[src/rtl/dpram_pkg.sv]
// Shared constants for the single-clock true dual-port RAM and the
// streaming FIFO controller that owns it.
//   DPRAM_DW    : RAM word width
//   DPRAM_AW    : RAM address width
//   DPRAM_DEPTH : RAM depth (2**DPRAM_AW)
package dpram_pkg;

    localparam int DPRAM_DW    = 8;
    localparam int DPRAM_AW    = 6;
    localparam int DPRAM_DEPTH = 1 << DPRAM_AW;

endpackage : dpram_pkg

[src/rtl/true_dpram_sclk.sv]
// Single-clock true dual-port RAM, registered read on port B.
// Ports:
//   clk    : the only clock
//   addr_a : port A address     data_a : port A write data   we_a : port A write enable
//   addr_b : port B address     data_b : port B write data   we_b : port B write enable
//   q_b    : port B read data, one cycle after addr_b is presented (old data on collision)
// The FIFO controller only writes through A and only reads through B, so
// port A carries no read data path.
module true_dpram_sclk
    import dpram_pkg::*;
#(
    parameter int DW = DPRAM_DW,
    parameter int AW = DPRAM_AW
) (
    input  logic          clk,
    input  logic [AW-1:0] addr_a,
    input  logic [DW-1:0] data_a,
    input  logic          we_a,
    input  logic [AW-1:0] addr_b,
    input  logic [DW-1:0] data_b,
    input  logic          we_b,
    output logic [DW-1:0] q_b
);

    localparam int DEPTH = 1 << AW;

    logic [DW-1:0] mem [0:DEPTH-1];

    always_ff @(posedge clk) begin
        if (we_a) mem[addr_a] <= data_a;
        if (we_b) mem[addr_b] <= data_b;
        q_b <= mem[addr_b];
    end

endmodule : true_dpram_sclk

[src/rtl/dpram_stream_fifo.sv]
// Valid/ready streaming FIFO built around true_dpram_sclk.
// Port A of the RAM takes producer writes, port B feeds a 2-entry
// first-word-fall-through output buffer (OB) that hides the RAM read latency.
// Handshake: a word moves on an input or output side exactly at a rising
// clk edge where its valid and ready are both 1; valid never depends on ready
// and in_ready never depends on the same-cycle pop.
// Ports:
//   clk, rst_n        : clock, asynchronous active-low reset
//   clr               : synchronous flush, overrides all traffic
//   in_data/in_valid  : producer word and its valid
//   in_ready          : FIFO accepts a word this cycle
//   out_data/out_valid: head word (OB slot 0) and its valid
//   out_ready         : consumer takes the head word
//   level             : words held in RAM + read in flight + OB
module dpram_stream_fifo
    import dpram_pkg::*;
#(
    parameter int DATA_WIDTH = DPRAM_DW,
    parameter int ADDR_WIDTH = DPRAM_AW
) (
    input  logic                  clk,
    input  logic                  rst_n,
    input  logic                  clr,
    input  logic [DATA_WIDTH-1:0] in_data,
    input  logic                  in_valid,
    output logic                  in_ready,
    output logic [DATA_WIDTH-1:0] out_data,
    output logic                  out_valid,
    input  logic                  out_ready,
    output logic [ADDR_WIDTH:0]   level
);

    // ram_count value meaning "all DEPTH RAM locations are occupied"
    localparam logic [ADDR_WIDTH:0] FULL_CNT = {1'b1, {ADDR_WIDTH{1'b0}}};

    logic                  ready_en_q;
    logic [ADDR_WIDTH-1:0] wr_ptr_q, wr_ptr_d;
    logic [ADDR_WIDTH-1:0] rd_ptr_q, rd_ptr_d;
    logic [ADDR_WIDTH:0]   ram_count_q, ram_count_d;
    logic                  rd_inflight_q, rd_inflight_d;
    logic [1:0]            ob_count_q, ob_count_d;
    logic [DATA_WIDTH-1:0] ob0_q, ob0_d;
    logic [DATA_WIDTH-1:0] ob1_q, ob1_d;

    logic                  push;
    logic                  pop;
    logic                  issue;
    logic [2:0]            occ;
    logic [1:0]            ob_after_pop;
    logic [DATA_WIDTH-1:0] q_b;

    assign in_ready  = ready_en_q & (ram_count_q != FULL_CNT);
    assign out_valid = (ob_count_q != 2'd0);
    assign out_data  = ob0_q;
    assign level     = ram_count_q
                     + (ADDR_WIDTH+1)'(rd_inflight_q)
                     + (ADDR_WIDTH+1)'(ob_count_q);

    assign push = in_valid & in_ready & ~clr;
    assign pop  = out_valid & out_ready;

    // OB slots that will be spoken for once this cycle's pop and any
    // in-flight read land; a new read is only issued if it has a slot.
    assign occ   = 3'(ob_count_q) + 3'(rd_inflight_q) - 3'(pop);
    assign issue = (ram_count_q != '0) & (occ < 3'd2) & ~clr;

    assign ob_after_pop = ob_count_q - 2'(pop);

    always_comb begin
        wr_ptr_d      = wr_ptr_q + ADDR_WIDTH'(push);
        rd_ptr_d      = rd_ptr_q + ADDR_WIDTH'(issue);
        rd_inflight_d = issue;

        ram_count_d = ram_count_q;
        if (push && !issue)      ram_count_d = ram_count_q + (ADDR_WIDTH+1)'(1'b1);
        else if (issue && !push) ram_count_d = ram_count_q - (ADDR_WIDTH+1)'(1'b1);

        // Pop shifts slot 1 down; a landing read fills the first free slot
        // left after that shift.
        ob0_d = pop ? ob1_q : ob0_q;
        ob1_d = ob1_q;
        if (rd_inflight_q) begin
            if (ob_after_pop == 2'd0) ob0_d = q_b;
            else                      ob1_d = q_b;
        end
        ob_count_d = ob_after_pop + 2'(rd_inflight_q);

        // Flush drops any same-cycle push and any read data still in flight.
        if (clr) begin
            wr_ptr_d      = '0;
            rd_ptr_d      = '0;
            ram_count_d   = '0;
            rd_inflight_d = 1'b0;
            ob_count_d    = 2'd0;
            ob0_d         = '0;
            ob1_d         = '0;
        end
    end

    always_ff @(posedge clk or negedge rst_n) begin
        if (!rst_n) begin
            ready_en_q    <= 1'b0;
            wr_ptr_q      <= '0;
            rd_ptr_q      <= '0;
            ram_count_q   <= '0;
            rd_inflight_q <= 1'b0;
            ob_count_q    <= 2'd0;
            ob0_q         <= '0;
            ob1_q         <= '0;
        end else begin
            ready_en_q    <= 1'b1;
            wr_ptr_q      <= wr_ptr_d;
            rd_ptr_q      <= rd_ptr_d;
            ram_count_q   <= ram_count_d;
            rd_inflight_q <= rd_inflight_d;
            ob_count_q    <= ob_count_d;
            ob0_q         <= ob0_d;
            ob1_q         <= ob1_d;
        end
    end

    true_dpram_sclk #(
        .DW (DATA_WIDTH),
        .AW (ADDR_WIDTH)
    ) u_ram (
        .clk    (clk),
        .addr_a (wr_ptr_q),
        .data_a (in_data),
        .we_a   (push),
        .addr_b (rd_ptr_q),
        .data_b ('0),
        .we_b   (1'b0),
        .q_b    (q_b)
    );

endmodule : dpram_stream_fifo

[config.mk]
export PLATFORM = sky130hd
export DESIGN_NAME = dpram_stream_fifo
export DESIGN_NICKNAME = d
export VERILOG_FILES = /design/src/rtl/dpram_pkg.sv /design/src/rtl/true_dpram_sclk.sv /design/src/rtl/dpram_stream_fifo.sv
export SDC_FILE = /design/constraint.sdc
export NUM_CORES = 1
export LEC_CHECK = 0
export CELL_PAD_IN_SITES_DETAIL_PLACEMENT = 1
export CELL_PAD_IN_SITES_GLOBAL_PLACEMENT = 1
export CORE_ASPECT_RATIO = 1.25
export CORE_MARGIN = 2
export CORE_UTILIZATION = 55
export DETAILED_ROUTE_END_ITERATION = 7
export PLACE_DENSITY = 0.84
export RECOVER_POWER = 100
export SETUP_SLACK_MARGIN = 0.15
export SYNTH_ARGS = -nofsm -noshare
export SYNTH_HDL_FRONTEND = slang
export SYNTH_SLANG_ARGS = --single-unit
[constraint.sdc]
create_clock -name clk -period 6.07 [get_ports clk]
set_clock_uncertainty 0.15 [all_clocks]
set_input_delay 1.214 -clock clk [delete_from_list [all_inputs] [get_ports clk]]
set_output_delay 1.214 -clock clk [all_outputs]
set_load 0.05 [all_outputs]
==> impl_metrics.tcl <==
set metrics [dict create \
    min_period_ns 4.91 \
    worstMarginPinSlew_ns 3.25 \
    grt_pass1_vias 12176 \
    cts_hold_buf 0 \
    die_y_um 229 \
    yosys.area.top_type "edfxtp_1" \
    violations "capacitance limit, slew limit" \
    dp_hpwl_mm 31.6 \
    clockRootBuffer "clkbuf_16" \
    rsz0062_at_grt "false" \
    topRoutingLayerUsed "met5" \
    synth_top_area_share_pct 69.2 \
    fillerInstances 3398 \
    numPortBuffers 29 \
    critical_path_class "reg -> reg" \
    initial_utilization_pct 55.5 \
    first_pass_iters 5 \
    finalWirelength_mm 52.9 \
    crit_top_cell "o21ai_0" \
    ys_async_sr_fraction_pct 6.98 \
    ioPinCount 30 \
    max_freq_mhz 204 \
    path_cells "buf_4 -> mux4_2 -> a22oi_1 -> a21oi_1 -> o21ai_0 -> o21ai_0" \
    holdWs_ns 0.355 \
    cp_slowest_cell "dfrtp_1" \
    initialDrtViolationCount 1134 \
    critPathRequiredTime_ns 6.35 \
    dr_total_vias 11382 \
    max-slew-margin-rel_pct -117 \
    place_inst 1640 \
    drc 0 \
    grt_overflow 0 \
    numCtsBuffers 50 \
    cpPeakStageDelay_ns 2.24 \
    p_per_area_nw_per_um2 385 \
    synthCells 1159 \
    seq_area_frac_synth_pct 74.3 \
    postCtsSetupBuffers 0 \
    setup_viol 0 \
    synth_area_leaders "edfxtp_1 69%, mux4_2 12%, dfrtp_1 4.4%" \
    cts_tree "yes" \
    grt_pass1_wl_mm 80.4 \
    ys_warn_count 0 \
    insertion_delay_ns 0.58 \
    critPathArrivalTime_ns 5.18 \
    fin_cells 1733 \
    fin_crit_sh_pct 80.8 \
    synth_area_um2 22200 \
    netlist_top_cells_count "512 x edfxtp_1, 122 x mux4_2, 104 x nor2_1, 39 x dfrtp_1, 35 x a22oi_1" \
    avgSynthCellArea_um2 19.2 \
    ys_types 55 \
    route.met3.wl_mm 3.41 \
    nNetsFinal 1218 \
    postRouteAntennaNets 0 \
    ys_ff_latch 559 \
    yosysMostFrequentCell "edfxtp_1" \
    max_cap_violations 11 \
    yosys_most_used_dff "edfxtp_1" \
    die_area_um2 42000 \
    core_area_um2 40000 \
    status "complete, but fails checks" \
    critPathTopFamily "flip-flops" \
    final_util_pct 61.2 \
    synth.net_count 1189 \
    crit_fanout 45 \
    gp_congestion 0.823 \
    peakVddDrop_mv 0.256 \
    m1WireLength_mm 20.2 \
    leakage_nw 7.78 \
    routed_via_density 6.57 \
    clockBufferDepth 3 \
    htreeDepth 2 \
    wl_per_cell_um 30.5 \
    cp-start-kind "flip-flop" \
    layout-drive-gt1-share_pct 18.2 \
    grt_max_degree 65 \
    area_delta_synth_final_pct 10.2 \
    die_w_um 184 \
    clock-sinks 559 \
    antenna_found_initial 2 \
    rows 82 \
    hp-class "reg -> reg" \
    dr_wl_met2_mm 27.1 \
    ctsResizeCount 0 \
    power_w 0.00944 \
    grt_usage_pct 26.2 \
    cts.clk_slew.worst_paths_ns 0.07 \
    setup_tns_ns 0 \
    crit_buf_inv 1 \
    end_kind "flip-flop" \
    synth_edf_count 512 \
    finalHoldViolations 0 \
    slew_violations 606 \
]
## flip-flops by register name, indices dropped and copies added, names as in the netlist
name           cells
ob1_q              8
ob_count_q         2
out_data           8
ram_count_q        7
rd_inflight_q      1
rd_ptr_q           6
ready_en_q         1
u_ram.mem        512
u_ram.q_b          8
wr_ptr_q           6
## worst paths after layout
check | cells past startpoint | endpoint | start | slack, ns
worst max register to register | 6 | u_ram.q_b[2] | rd_ptr_q[0] | 1.16
worst min-delay path | 2 | out_data[3] | u_ram.q_b[3] | 0.35
max in group asynchronous | 1 | rd_ptr_q[2] | rst_n | 3.05
min in group asynchronous | 1 | ram_count_q[4] | rst_n | 1.14
worst max-delay path | 6 | u_ram.q_b[2] | rd_ptr_q[0] | 1.16
worst min register to register | 2 | out_data[3] | u_ram.q_b[3] | 0.35
## worst reg2reg max path: stages (launching register included)
cell and delay, ns:
dfrtp_1 2.24, buf_4 0.64, mux4_2 0.59, a22oi_1 0.30
a21oi_1 0.18, o21ai_0 0.47, o21ai_0 0.20
## routing by layer
layer / vias up / global-route usage [%]
met2: 561 / 43.9
met1: 5965 / 35.2
met3: 124 / 3.60
met5: - / 0
met4: 2 / 10.2
li1: 4730 / -
## cells in the final DEF, fill, tap and decap left out, types with 14 or more instances in the layout
cell type / n
a211oi_1: 19
a21oi_1: 30
a22oi_1: 35
clkbuf_1: 17
clkbuf_16: 53
clkinv_2: 14
dfrtp_1: 37
dlygate4sd3_1: 19
edfxtp_1: 512
mux2i_1: 31
mux4_2: 122
nand2_1: 17
nor2_1: 104
nor2b_1: 20
o21ai_0: 25
## area by class of cell
| type | instances | area [um^2] | share of cell area (%) |
|---|---|---|---|
| timing repair buffer | 41 | 333 | 1.36 |
| clock inverter | 29 | 248 | 1.01 |
| multi-input combinational | 522 | 5320 | 21.7 |
| clock buffer | 63 | 1390 | 5.69 |
| tap | 504 | 631 | 2.57 |
| sequential | 559 | 16500 | 67.4 |
| antenna | 1 | 2.50 | 0.0102 |
| inverter | 14 | 52.6 | 0.215 |
## metrics by stage
step                worst slack [ns]  area, um^2
floorplan                       1.65       22200
global placement               0.914       22900
detailed placement             0.667       22900
CTS                             1.26       24500
global route                   0.674       24500
finish                          1.16       24500
## where the power goes
group	internal (W)	switching [W]	total [W]
logic	0.000776	0.00101	0.00178
registers	0.00430	0.000185	0.00449
clock network	0.00180	0.00137	0.00317
## cell families after synthesis
logic type / synth area share [%]
DFF: 74.3
and+or+nand+nor: 4.27
muxes: 14.1
AOI/OAI and AO/OA: 3.81
buffers and inverters: 1.67
xor gates and xnor gates: 0.794
adders and majority gates: 1.09
other: 0.0169
Note: power is estimated with default switching activity, not from simulation.
